[src/rtl/pid_pkg.sv]
// pid_pkg: FSM state encoding, default widths and the clamp helper for pid_scheduler.
package pid_pkg;

    typedef enum logic [2:0] {IDLE, LOAD, MUL_P, MUL_I, MUL_D, ACC, DONE} state_t;

    localparam int W_DEF  = 15;
    localparam int KW_DEF = 8;

    function automatic logic signed [63:0] sat(input logic signed [63:0] v, input int w);
        logic signed [63:0] hi;
        logic signed [63:0] lo;
        hi = (64'sd1 <<< (w - 1)) - 64'sd1;
        lo = -(64'sd1 <<< (w - 1));
        return v > hi ? hi : (v < lo ? lo : v);
    endfunction

endpackage

[src/rtl/pid_rr_arb.sv]
// pid_rr_arb: combinational round-robin arbiter, grants the first requester at or after ptr_i.
module pid_rr_arb #(
    parameter int N_CH = 4,
    localparam int CW = $clog2(N_CH)
) (
    input  logic [N_CH-1:0] req_i,
    input  logic [CW-1:0]   ptr_i,
    output logic [CW-1:0]   idx_o,
    output logic            vld_o
);

    // Scan offsets from far to near so the nearest requester wins.
    always_comb begin
        idx_o = '0;
        vld_o = |req_i;
        for (int i = N_CH - 1; i >= 0; i--) begin
            if (req_i[(int'(ptr_i) + i) % N_CH]) idx_o = CW'((int'(ptr_i) + i) % N_CH);
        end
    end

endmodule

[src/rtl/pid_scheduler.sv]
// pid_scheduler: time-multiplexed incremental PID for N_CH loops over one multiplier.
// Define PID_SAT_EN to clamp du and u(k) instead of wrapping them two's-complement.
module pid_scheduler
    import pid_pkg::*;
#(
    parameter int N_CH  = 4,
    parameter int W     = W_DEF,
    parameter int KW    = KW_DEF,
    parameter int SHIFT = 0,
    localparam int CW   = $clog2(N_CH)
) (
    input  logic                   clk,
    input  logic                   rst,
    input  logic [N_CH-1:0]        req,
    input  logic [N_CH*W-1:0]      err,
    input  logic signed [KW-1:0]   kp,
    input  logic signed [KW-1:0]   ki,
    input  logic signed [KW-1:0]   kd,
    output logic [N_CH-1:0]        ack,
    output logic                   uk_valid,
    output logic [CW-1:0]          uk_ch,
    output logic signed [W-1:0]    uk,
    output logic                   busy
);

    localparam int AW = W + KW + 4;

    state_t                state_q, state_d;
    logic [CW-1:0]         ptr_q, g_q, arb_idx;
    logic                  arb_vld;
    logic signed [W-1:0]   e1_q [N_CH];
    logic signed [W-1:0]   e2_q [N_CH];
    logic signed [W-1:0]   u_q  [N_CH];
    logic signed [W-1:0]   e_q, e_in, du, u_new;
    logic signed [W+1:0]   dp_q, di_q, dd_q, e_x, e1_x, e2_x;
    logic signed [KW-1:0]  kp_q, ki_q, kd_q;
    logic signed [AW-1:0]  acc_q, mul_a, mul_b, prod, sh;
    logic signed [W:0]     sum;
    logic [N_CH-1:0]       ack_q;
    logic                  uk_valid_q, busy_q;
    logic [CW-1:0]         uk_ch_q;
    logic signed [W-1:0]   uk_q;

    assign ack      = ack_q;
    assign uk_valid = uk_valid_q;
    assign uk_ch    = uk_ch_q;
    assign uk       = uk_q;
    assign busy     = busy_q;

    pid_rr_arb #(.N_CH(N_CH)) u_arb (
        .req_i (req),
        .ptr_i (ptr_q),
        .idx_o (arb_idx),
        .vld_o (arb_vld)
    );

    always_comb begin
        state_d = state_q;
        case (state_q)
            IDLE:    state_d = arb_vld ? LOAD : IDLE;
            LOAD:    state_d = MUL_P;
            MUL_P:   state_d = MUL_I;
            MUL_I:   state_d = MUL_D;
            MUL_D:   state_d = ACC;
            ACC:     state_d = DONE;
            default: state_d = IDLE;
        endcase
    end

    always_comb begin
        e_in  = $signed(err[g_q*W +: W]);
        e_x   = (W+2)'(e_in);
        e1_x  = (W+2)'(e1_q[g_q]);
        e2_x  = (W+2)'(e2_q[g_q]);
        mul_a = state_q == MUL_P ? AW'(dp_q) : (state_q == MUL_I ? AW'(di_q) : AW'(dd_q));
        mul_b = state_q == MUL_P ? AW'(kp_q) : (state_q == MUL_I ? AW'(ki_q) : AW'(kd_q));
        prod  = mul_a * mul_b;
        sh    = acc_q >>> SHIFT;
`ifdef PID_SAT_EN
        du    = W'(sat(64'(sh), W));
        sum   = (W+1)'(u_q[g_q]) + (W+1)'(du);
        u_new = W'(sat(64'(sum), W));
`else
        du    = W'(sh);
        sum   = (W+1)'(u_q[g_q]) + (W+1)'(du);
        u_new = W'(sum);
`endif
    end

    // Result outputs are loaded in ACC so they are visible exactly during DONE.
    always_ff @(posedge clk) begin
        if (rst) begin
            state_q    <= IDLE;
            ptr_q      <= '0;
            g_q        <= '0;
            e_q        <= '0;
            dp_q       <= '0;
            di_q       <= '0;
            dd_q       <= '0;
            kp_q       <= '0;
            ki_q       <= '0;
            kd_q       <= '0;
            acc_q      <= '0;
            ack_q      <= '0;
            uk_valid_q <= 1'b0;
            uk_ch_q    <= '0;
            uk_q       <= '0;
            busy_q     <= 1'b0;
            for (int i = 0; i < N_CH; i++) begin
                e1_q[i] <= '0;
                e2_q[i] <= '0;
                u_q[i]  <= '0;
            end
        end else begin
            state_q    <= state_d;
            busy_q     <= state_d != IDLE;
            ack_q      <= '0;
            uk_valid_q <= 1'b0;
            uk_ch_q    <= '0;
            uk_q       <= '0;
            if (state_q == IDLE) g_q <= arb_idx;
            if (state_q == LOAD) begin
                e_q  <= e_in;
                dp_q <= e_x - e1_x;
                di_q <= e_x;
                dd_q <= e_x - (e1_x <<< 1) + e2_x;
                kp_q <= kp;
                ki_q <= ki;
                kd_q <= kd;
            end
            if (state_q == MUL_P) acc_q <= prod;
            if (state_q == MUL_I || state_q == MUL_D) acc_q <= acc_q + prod;
            if (state_q == ACC) begin
                u_q[g_q]   <= u_new;
                e2_q[g_q]  <= e1_q[g_q];
                e1_q[g_q]  <= e_q;
                ptr_q      <= g_q == CW'(N_CH - 1) ? '0 : g_q + CW'(1);
                ack_q      <= N_CH'(1) << g_q;
                uk_valid_q <= 1'b1;
                uk_ch_q    <= g_q;
                uk_q       <= u_new;
            end
        end
    end

endmodule

[config.mk]
export PLATFORM = sky130hd
export DESIGN_NAME = pid_scheduler
export DESIGN_NICKNAME = d
export VERILOG_FILES = /design/src/rtl/pid_pkg.sv /design/src/rtl/pid_rr_arb.sv /design/src/rtl/pid_scheduler.sv
export SDC_FILE = /design/constraint.sdc
export NUM_CORES = 1
export LEC_CHECK = 0
export ABC_AREA = 1
export BUFFER_PORTS_ARGS = -buffer_cell sky130_fd_sc_hd__buf_2
export CAP_MARGIN = 20
export CORE_ASPECT_RATIO = 1.5
export CORE_MARGIN = 3
export CORE_UTILIZATION = 67
export DETAILED_ROUTE_END_ITERATION = 12
export GPL_ROUTABILITY_DRIVEN = 0
export PLACE_DENSITY = 0.87
export SETUP_SLACK_MARGIN = 0.1
export SLEW_MARGIN = 20
export SYNTH_ARGS = -nofsm -noshare
export SYNTH_HDL_FRONTEND = slang
export SYNTH_SLANG_ARGS = --single-unit
[constraint.sdc]
create_clock -name clk -period 16.7 [get_ports clk]
set_input_delay 4.175 -clock clk [delete_from_list [all_inputs] [get_ports clk]]
set_output_delay 4.175 -clock clk [all_outputs]
set_load 0.05 [all_outputs]
==> results of run 1 <==
==> synthesized netlist by cell type, types with 3 or more instances <==
master,n,area share
a21oi_1,158,0.042
a32oi_1,27,0.013
a211oi_1,3,0.0012
nor2_1,390,0.078
inv_2,9,0.0018
nor2_2,8,0.0027
a21boi_0,4,0.0016
buf_6,4,0.0024
xor2_1,38,0.018
fa_1,83,0.089
nand3b_1,6,0.0024
a22oi_1,8,0.0032
a32o_1,16,0.0086
a31oi_1,6,0.0020
nor3_1,8,0.0021
o21ai_0,143,0.038
edfxtp_1,180,0.29
inv_1,294,0.059
nand3_2,3,0.0016
o31ai_1,5,0.0020
xnor2_1,20,0.0094
dfxtp_1,116,0.12
nand2_2,10,0.0033
clkinv_1,4,0.00080
ha_1,120,0.080
o21ai_1,6,0.0016
o221ai_1,3,0.0014
or2_2,5,0.0017
nand3_1,37,0.0099
o21bai_1,18,0.0072
nand2_1,324,0.065
clkbuf_1,70,0.014
buf_1,17,0.0034
o22ai_1,20,0.0067
a21o_1,5,0.0020
o21a_1,6,0.0024
==> flip-flops by register name, indices dropped and copies added (netlist names), 8 cells and up, named ones only <==
signal,flops
e1_q,60
e2_q,60
u_q,60
acc_q,15
dd_q,15
di_q,15
dp_q,15
uk,15
kd_q,8
ki_q,8
kp_q,8
==> layer usage <==
layer  global-route usage  wire length, microns  vias up
met3               0.0523                  4580      148
met4                0.146                  1930        0
li1                     -                     -     7321
met2                0.561                 24300      882
met1                0.390                 17200     7426
met5                    0                     0        -
==> power groups by stage <==
| stage | Clock (mW) | Combinational, mW | Sequential, mW |
|---|---|---|---|
| 2_1_floorplan | 0 | 1.42 | 0.910 |
| 3_5_place_dp | 0 | 1.87 | 0.929 |
| 6_report | 0.631 | 1.91 | 0.917 |
| 5_1_grt | 0.660 | 2.16 | 0.924 |
| 4_1_cts | 0.630 | 1.89 | 0.914 |
| 3_3_place_gp | 0 | 1.79 | 0.927 |
==> path summary, 6_finish.rpt <==
kind / from / to / slack, ns / depth (start not counted)
setup / recovery: state_q[2] / acc_q[14] / 8.53 / 37
hold / removal: ki_q[1] / ki_q[1] / 0.47 / 2
setup reg to reg: state_q[2] / acc_q[14] / 8.53 / 37
hold reg to reg: ki_q[1] / ki_q[1] / 0.47 / 2
==> kinds of logic after synthesis <==
kind of cell    Yosys count
simple gates            798
compound gates          437
buf+inv                 401
flops                   296
fa+ha+maj               203
xor+xnor                 58
==> per-stage QoR <==
step | hold WS (ns) | total power, mW | util | cell area, sq um | worst slack, ns
after floorplan | 0.430 | 2.33 | - | 18700 | 9.73
after global placement | 0.450 | 2.71 | 0.710 | 19500 | 9.00
after detailed placement | 0.460 | 2.80 | 0.710 | 19500 | 8.63
after CTS | 0.470 | 3.44 | 0.744 | 20400 | 8.63
after global routing | 0.489 | 3.74 | 0.744 | 20400 | 8.01
final | 0.468 | 3.46 | 0.744 | 20400 | 8.53
==> critical path: cells and delay by family (launching register included) <==
kind,cells,cell delay [ns]
fa+ha+maj,9,3.77
simple gates,15,2.38
buf+inv,11,1.17
flops,1,0.40
xor+xnor,1,0.20
compound gates,1,0.17
==> layout by cell type, fill, tap and decap left out, types with 4 or more instances in the layout <==
cell type and count:
clkinv_1 4, or2_2 5, a32o_1 16, a31oi_1 6, o31ai_1 4, o21bai_1 18, fa_1 83, buf_4 19
o22ai_1 20, nor2_2 8, nor2_1 389, nand3_1 37, nand3b_1 6, clkbuf_8 6, nor3_1 8, o21a_1 6
ha_1 120, a32oi_1 27, o21ai_0 143, a21o_1 5, a22oi_1 8, edfxtp_1 180, clkbuf_16 28, a21boi_0 4
inv_2 12, xnor2_1 20, xor2_1 38, buf_2 112, a21oi_1 158, clkinv_2 5, o21ai_1 6, inv_1 292
clkbuf_1 6, dfxtp_1 115, nand2_2 13, nand2_1 321
==> area by class of cell <==
type | instances | share of cell area
clock inverter | 11 | 0.00491
inverter | 307 | 0.0566
timing repair buffer | 131 | 0.0345
clock buffer | 41 | 0.0398
multi-input combinational | 1496 | 0.464
sequential | 296 | 0.379
tap | 342 | 0.0210
==> flow_metrics.env, run 1 <==
export IMPL_clock_fmax_mhz=122
export IMPL_n_antenna_cell=0
export IMPL_grt_max_degree=92
export IMPL_period_needed_ns=8.17
export IMPL_synth_area_sq_um=18700
export IMPL_cp_data_required_time_ns=17.16
export IMPL_synth_xor_area_share=0.0272
export IMPL_crit_top_cell="inv_1"
export IMPL_yosys_warnings=0
export IMPL_synth_adder_area_share=0.169
export IMPL_post_cts_buffers=0
export IMPL_core_area_sq_um=27400
export IMPL_grt_pass1_vias=16100
export IMPL_p_seq_frac=0.265
export IMPL_ys_types=53
export IMPL_pwr_share_comb=0.552
export IMPL_dp_cells=2572
export IMPL_power_internal_mw=1.88
export IMPL_path_class="reg2reg"
export IMPL_syn_nets=2486
export IMPL_p_per_area_nw_per_um2=170
export IMPL_switching_share=0.456
export IMPL_crit_arrival_ns=8.63
export IMPL_grt_remaining_overflow=0
export IMPL_synth_compound_area_frac=0.138
export IMPL_drt_pass1_iterations=5
export IMPL_synth_flop_cell="edfxtp_1"
export IMPL_grt_usage=0.321
export IMPL_stdcell_count=2624
export IMPL_vias=15800
export IMPL_dp_hpwl_microns=32900
export IMPL_pwr_share_clk=0.182
export IMPL_path_clk_slew_ns=0.06
export IMPL_fp_dieArea_sq_um=30000
export IMPL_multi_input_area_sq_um=9450
export IMPL_seqCellArea_sq_um=7730
export IMPL_ant_nets=0
export IMPL_cts_sinks=296
export IMPL_synthToLayoutAreaGrowth_pct=8.94
export IMPL_post_cts_resized=0
export IMPL_numCtsBuffers=28
export IMPL_end_kind="flip-flop"
export IMPL_setup_tns_final_ns=0
export IMPL_status="complete, no violations"
export IMPL_antenna_found_initial=0
export IMPL_drive_gt1_frac=0.0990
export IMPL_synthMuxAreaShare=0
export IMPL_hold_violations=0
export IMPL_p_leak_nw=9.55
export IMPL_row_count=74
export IMPL_setup_viol=0
export IMPL_skew_ns=0.0149
export IMPL_slew_violations=0
export IMPL_h_tree_depth=1
export IMPL_hp_class="reg2reg"
export IMPL_io_pins=113
export IMPL_async_flop_share=0
export IMPL_cts_root_buf="clkbuf_16"
export IMPL_nets=2553
export IMPL_period_share=0.489
export IMPL_cpPeakStageDelay_ns=0.55
export IMPL_slowest_stage="fa_1"
export IMPL_ys_ff_latch=296
export IMPL_grt_pass1_wl_microns=78100
export IMPL_clk_path_buf_depth=3
export IMPL_cap_violations=0
export IMPL_p_sw_mw=1.58
export IMPL_start_util=0.683
export IMPL_start_kind="flip-flop"
export IMPL_ctsHoldBuffers=0
export IMPL_drt_vias_per_instance=6.01
export IMPL_avgSynthCellArea_sq_um=8.53
export IMPL_rsz0062_at_grt="no"
export IMPL_routed_wl_microns=48000
export IMPL_yosys_area_share_simple=0.170
export IMPL_max_slew_worst_pin_slew_ns=1.00
export IMPL_die_h_microns=211
export IMPL_synth_edff_count=180
export IMPL_port_buffers=112
export IMPL_drc=0
export IMPL_wl_per_cell_microns=18.3
export IMPL_cts_tree="done"
export IMPL_drt_iter0_drc=1426
export IMPL_worst_slew_margin_rel=0.330
export IMPL_nFillCells=1851
export IMPL_yosysSeqAreaShare=0.413
export IMPL_clk_insertion_delay_late_ns=0.56
export IMPL_syn_inst=2193
export IMPL_ir_drop_uv=91.7
export IMPL_synth_top_family_by_area="simple AND/OR/NAND/NOR gates"
export IMPL_cp_max_fo=16
export IMPL_die_w_microns=142
No activity file was read; power rests on OpenSTA's default activity.
==> inputs of run 2 (changes only) <==
--- a/config.mk
+++ b/config.mk
@@ -10,10 +10,10 @@
 export CAP_MARGIN = 20
 export CORE_ASPECT_RATIO = 1.5
 export CORE_MARGIN = 3
-export CORE_UTILIZATION = 67
+export CORE_UTILIZATION = 56
 export DETAILED_ROUTE_END_ITERATION = 12
 export GPL_ROUTABILITY_DRIVEN = 0
-export PLACE_DENSITY = 0.87
+export PLACE_DENSITY = 0.77
 export SETUP_SLACK_MARGIN = 0.1
 export SLEW_MARGIN = 20
 export SYNTH_ARGS = -nofsm -noshare
==> constraint.sdc (replaced) <==
create_clock -name clk -period 6.6 [get_ports clk]
set_input_delay 1.65 -clock clk [delete_from_list [all_inputs] [get_ports clk]]
set_output_delay 1.65 -clock clk [all_outputs]
set_load 0.05 [all_outputs]
==> run 2 against run 1 <==
The flow now finishes with violations (negative setup slack). Count of clock-buffer cells in the layout decreased by 2. Core utilization fell by 6.2 points. Via count increased by 4.8%. Power rose to 3.1 times the previous value. Critical path depth is 2 higher. First-iteration DRC count shrank 1.6%. Combinational power rose to 3.6 times the previous value. Clock power grew to 2.5 times the previous value. Global-route usage decreased by 3.9 points. Sequential cell count is the same. Register-to-register slack worse by 8.8 ns. Critical endpoint unchanged.
==> flow_metrics.env, run 2 (synthesis gave the netlist of run 1 again) <==
export IMPL_status="finished with violations"
export IMPL_failed_checks="negative setup slack"
export IMPL_cap_violations=0
export IMPL_dp_cells=2735
export IMPL_hp_class="reg2reg"
export IMPL_clk_insertion_delay_late_ns=0.55
export IMPL_r2r_start="state_q[1]"
export IMPL_r2r_cells=39
export IMPL_p_sw_mw=4.89
export IMPL_synthToLayoutAreaGrowth_pct=19.3
export IMPL_die_h_microns=230
export IMPL_start_kind="flip-flop"
export IMPL_cts_tree="done"
export IMPL_fp_dieArea_sq_um=35700
export IMPL_end_kind="flip-flop"
export IMPL_crit_top_cell="a21oi_2"
export IMPL_drt_pass1_iterations=6
export IMPL_period_share=1.04
export IMPL_path_clk_slew_ns=0.07
export IMPL_layout_common_cells="359 x nor2_1, 310 x nand2_1, 266 x inv_1"
export IMPL_mostFrequentLayoutCell="nor2_1"
export IMPL_hold_violations=0
export IMPL_grt_usage=0.283
export IMPL_period_needed_ns=6.84
export IMPL_final_util=0.681
export IMPL_clock_fmax_mhz=146
export IMPL_cp_max_fo=7
export IMPL_top_regs="e1_q (60), e2_q (60), u_q (60)"
export IMPL_min_from="kd_q[2]"
export IMPL_stdcell_area_sq_um=22300
export IMPL_p_per_area_nw_per_um2=485
export IMPL_cp_data_required_time_ns=7.06
export IMPL_nets=2688
export IMPL_placed_cell_area_sq_um=20300
export IMPL_fin_ws_ns=-0.236
export IMPL_pwr_share_comb=0.635
export IMPL_power_internal_mw=5.93
export IMPL_n_antenna_cell=0
export IMPL_cpPeakStageDelay_ns=0.59
export IMPL_slowest_stage="fa_1"
export IMPL_hold_depth=2
export IMPL_setup_viol=2
export IMPL_switching_share=0.452
export IMPL_r2r_end="acc_q[14]"
export IMPL_grt_pass1_wl_microns=81400
export IMPL_h_tree_depth=1
export IMPL_io_pins=113
export IMPL_core_area_sq_um=32700
export IMPL_cts_sinks=296
export IMPL_clk_path_buf_depth=3
export IMPL_grt_pass1_vias=16400
export IMPL_drt_vias_per_instance=5.84
export IMPL_p_seq_frac=0.217
export IMPL_reg2reg_slack_ns=-0.24
export IMPL_routed_wl_microns=53700
export IMPL_grt_max_degree=91
export IMPL_dp_hpwl_microns=35600
export IMPL_setup_tns_final_ns=-0.304
export IMPL_path_class="reg2reg"
export IMPL_ir_drop_uv=351
export IMPL_stdcell_count=2832
export IMPL_drc=0
export IMPL_grt_remaining_overflow=0
export IMPL_die_w_microns=155
export IMPL_crit_arrival_ns=7.30
export IMPL_max_slew_worst_pin_slew_ns=1.00
export IMPL_row_count=81
export IMPL_slew_violations=0
export IMPL_pwr_share_clk=0.148
export IMPL_rsz0062_at_grt="yes"
export IMPL_ctsHoldBuffers=0
export IMPL_worst_slew_margin_rel=0.332
export IMPL_antenna_found_initial=0
export IMPL_start_util=0.571
export IMPL_skew_ns=0.0146
export IMPL_ant_nets=0
export IMPL_port_buffers=112
export IMPL_p_leak_nw=10.2
export IMPL_wl_per_cell_microns=19.0
export IMPL_vias=16500
export IMPL_cts_root_buf="clkbuf_16"
export IMPL_numCtsBuffers=28
export IMPL_drt_iter0_drc=1403
export IMPL_hold_path_endpoint="kd_q[2]"
export IMPL_drive_gt1_frac=0.207
-- run 2: cell count changes in the layout (fill, tap and decap cells not counted), moves of 14 or more --
cell    previous run  this run
ha_1             120        98
inv_1            292       266
nor2_2             8        23
inv_2             12        32
ha_4               0        21
fa_2               0        14
nor2_1           389       359
fa_1              83        69
buf_4             19       141
nor2_4             2        17
-- run 2: through the flow --
stage | hold WS (ns) | power, mW | setup WS (ns)
6_report | 0.527 | 10.8 | -0.236
3_5_place_dp | 0.492 | 7.77 | -0.260
2_1_floorplan | 0.430 | 5.96 | 0.104
4_1_cts | 0.503 | 10.0 | -0.00161
5_1_grt | 0.543 | 11.5 | -0.543
3_3_place_gp | 0.497 | 7.59 | -0.143
-- run 2: power by group through the flow --
stage                     Sequential [mW]  Clock (mW)  Combinational [mW]
after floorplan                      2.31           0                3.65
after global placement               2.36           0                5.24
after detailed placement             2.36           0                5.41
after CTS                            2.33        1.61                6.10
after global routing                 2.36        1.68                7.47
final                                2.34        1.60                6.87
-- run 2: worst max-delay path by stage --
stage	start	end	cells past startpoint
finish	state_q[1]	acc_q[14]	39
global route	state_q[1]	acc_q[14]	36
CTS	state_q[1]	acc_q[14]	40
detailed placement	state_q[2]	acc_q[14]	37
global placement	state_q[0]	acc_q[14]	36
floorplan	state_q[2]	acc_q[14]	38
-- run 2: timing repair --
action	CTS	global route
pin swaps	92	59
endpoints found under the hold margin	0	0
setup endpoints to repair	5	5
gates cloned	0	0
setup buffers	29	16
resized for setup	116	70
-- run 2: per-layer routing --
| metal | track usage | up-vias | wire length (microns) |
|---|---|---|---|
| met4 | 0.139 | 0 | 3250 |
| li1 | - | 7579 | - |
| met1 | 0.332 | 7881 | 19000 |
| met2 | 0.513 | 839 | 27300 |
| met3 | 0.0256 | 239 | 4110 |
| met5 | 0 | - | 0 |
-- run 2: cell type report --
cell class,count,area [sq um]
fill,2421,10400
multi-input combinational,1496,10200
sequential,296,7740
timing repair buffer,266,1770
inverter,307,1170
clock buffer,39,805
tap,415,519
clock inverter,13,103
-- run 2: worst max-delay path: cells and delay by family (launching register included) --
family                   cells  cell delay (ns)
adder cells (fa/ha/maj)      9             3.36
AO/OA/AOI/OAI               10             1.23
AND/OR/NAND/NOR             12             1.00
buffers and inverters        7             0.58
flip-flops                   1             0.38
XOR/XNOR                     1             0.18
==> inputs of run 3 (changes only) <==
--- a/config.mk
+++ b/config.mk
@@ -8,12 +8,14 @@
 export ABC_AREA = 1
 export BUFFER_PORTS_ARGS = -buffer_cell sky130_fd_sc_hd__buf_2
 export CAP_MARGIN = 20
+export CELL_PAD_IN_SITES_DETAIL_PLACEMENT = 2
+export CELL_PAD_IN_SITES_GLOBAL_PLACEMENT = 2
 export CORE_ASPECT_RATIO = 1.5
 export CORE_MARGIN = 3
-export CORE_UTILIZATION = 56
+export CORE_UTILIZATION = 35
 export DETAILED_ROUTE_END_ITERATION = 12
 export GPL_ROUTABILITY_DRIVEN = 0
-export PLACE_DENSITY = 0.77
+export PLACE_DENSITY_LB_ADDON = 0.1
 export SETUP_SLACK_MARGIN = 0.1
 export SLEW_MARGIN = 20
 export SYNTH_ARGS = -nofsm -noshare
==> run 3 against run 2 <==
The flow still finishes with violations (negative setup slack). Combinational power rose by 11%. Final area up 4.1%. Clock power grew 22%. Worst setup slack lost 0.12 ns. Via count fell by 0.37%. Clock skew increased by 0.0047 ns. Wire length increased by 33%. Power is 11% higher. Fmax shrank 1.7%. Largest power group unchanged. Highest routed layer unchanged.
==> flow_metrics.env, run 3 (synthesis gave the netlist of run 1 again) <==
export IMPL_status="finished with violations"
export IMPL_failed_checks="negative setup slack"
export IMPL_power_internal_mw=6.53
export IMPL_synthToLayoutAreaGrowth_pct=24.1
export IMPL_start_kind="flip-flop"
export IMPL_stdcell_area_sq_um=23200
export IMPL_h_tree_depth=2
export IMPL_nets=2724
export IMPL_grt_pass1_wl_microns=105000
export IMPL_crit_family="adder cells"
export IMPL_grt_max_degree=75
export IMPL_setup_tns_final_ns=-1.06
export IMPL_cts_root_buf="clkbuf_16"
export IMPL_drt_vias_per_instance=5.25
export IMPL_preCtsSetupSlack_ns=-0.599
export IMPL_p_seq_frac=0.198
export IMPL_drc=0
export IMPL_cts_tree="done"
export IMPL_reg2reg_slack_ns=-0.36
export IMPL_top_regs="e1_q (60), e2_q (60), u_q (60)"
export IMPL_p_leak_nw=10.5
export IMPL_hold_violations=0
export IMPL_wl_per_cell_microns=22.8
export IMPL_r2r_start="state_q[1]"
export IMPL_worst_slew_margin_rel=0.371
export IMPL_numCtsBuffers=34
export IMPL_r2r_end="acc_q[13]"
export IMPL_cts_sinks=296
export IMPL_period_needed_ns=6.96
export IMPL_end_kind="flip-flop"
export IMPL_drive_gt1_frac=0.225
export IMPL_path_depth=35
export IMPL_crit_arrival_ns=7.40
export IMPL_row_count=103
export IMPL_pwr_share_clk=0.164
export IMPL_cp_max_fo=7
export IMPL_clock_fmax_mhz=144
export IMPL_core_area_sq_um=52700
export IMPL_drt_iter0_drc=589
export IMPL_pwr_share_comb=0.638
export IMPL_grt_usage=0.240
export IMPL_slew_violations=0
export IMPL_max_slew_worst_pin_slew_ns=0.938
export IMPL_port_buffers=112
export IMPL_clk_path_buf_depth=3
export IMPL_rsz0062_at_grt="yes"
export IMPL_placed_cell_area_sq_um=20900
export IMPL_dp_cells=3027
export IMPL_clk_insertion_delay_late_ns=0.53
export IMPL_total_power_mw=12.0
export IMPL_cp_data_required_time_ns=7.05
export IMPL_worst_path_buf_inv=8
export IMPL_die_w_microns=195
export IMPL_period_share=1.05
export IMPL_drt_pass1_iterations=4
export IMPL_grt_remaining_overflow=0
export IMPL_hp_class="reg2reg"
export IMPL_fp_dieArea_sq_um=56300
export IMPL_skew_ns=0.0194
export IMPL_r2r_cells=35
export IMPL_cap_violations=0
export IMPL_p_sw_mw=5.45
export IMPL_switching_share=0.455
export IMPL_vias=16500
export IMPL_start_util=0.355
export IMPL_io_pins=113
export IMPL_cpPeakStageDelay_ns=0.50
export IMPL_ant_nets=0
export IMPL_routed_wl_microns=71600
export IMPL_path_class="reg2reg"
export IMPL_min_from="ki_q[3]"
export IMPL_path_clk_slew_ns=0.07
export IMPL_ir_drop_uv=602
export IMPL_fin_ws_ns=-0.356
export IMPL_hold_depth=2
export IMPL_die_h_microns=289
export IMPL_stdcell_count=3139
export IMPL_dp_hpwl_microns=49600
export IMPL_slowest_stage="fa_1"
export IMPL_hold_path_endpoint="ki_q[3]"
export IMPL_p_per_area_nw_per_um2=516
export IMPL_n_antenna_cell=0
export IMPL_layout_common_cells="353 x nor2_1, 311 x nand2_1, 265 x inv_1"
export IMPL_mostFrequentLayoutCell="nor2_1"
export IMPL_grt_pass1_vias=18400
export IMPL_setup_viol=4
export IMPL_antenna_found_initial=2
[run 3: worst max path at each step]
stage                     from   endpoint  slack [ns]
finish              state_q[1]  acc_q[13]       -0.36
CTS                 state_q[1]  acc_q[14]       -0.16
global placement    state_q[1]  acc_q[14]       -0.33
floorplan           state_q[2]  acc_q[14]        0.10
detailed placement  state_q[1]  acc_q[13]       -0.60
global route        state_q[1]  acc_q[14]       -0.66
[run 3: stage by stage]
step	utilization	hold WS (ns)
after global routing	0.441	0.504
after global placement	0.396	0.474
final	0.441	0.489
after detailed placement	0.396	0.479
after CTS	0.429	0.486
after floorplan	-	0.430
[run 3: power by group through the flow]
| stage | Clock [mW] | Combinational, mW | Sequential (mW) |
|---|---|---|---|
| 6_report | 1.96 | 7.64 | 2.38 |
| 2_1_floorplan | 0 | 3.65 | 2.31 |
| 5_1_grt | 2.08 | 8.41 | 2.40 |
| 3_3_place_gp | 0 | 5.76 | 2.39 |
| 3_5_place_dp | 0 | 6.02 | 2.40 |
| 4_1_cts | 2.01 | 6.74 | 2.37 |
[run 3: per-layer routing]
metal | routed length [microns] | global-route usage
met1 | 28800 | 0.273
met2 | 38900 | 0.472
met3 | 1610 | 0.0247
met4 | 2280 | 0.0710
met5 | 0 | 0
[run 3: tightest hold or removal path: cells and delay by family (launching register included)]
kind	cells	cell delay [ns]
flip-flops	1	0.30
AO/OA/AOI/OAI	1	0.06
buffers and inverters	1	0.08
[run 3: repair_timing]
| item | in CTS | in global routing |
|---|---|---|
| pin swaps | 69 | 62 |
| resized for setup | 103 | 88 |
| endpoints found under the setup margin | 6 | 6 |
| hold buffers | 0 | 0 |
| buffers inserted | 29 | 21 |
[run 3: cell type report]
cell class              instances  area [sq um]
fillers                      5799         29500
repair buffers                296          2090
multi-input cells            1496         10200
flip-flops and latches        296          7740
inverters                     307          1170
clock buffers                  48           987
well taps                     682           853
clock inverters                14           156
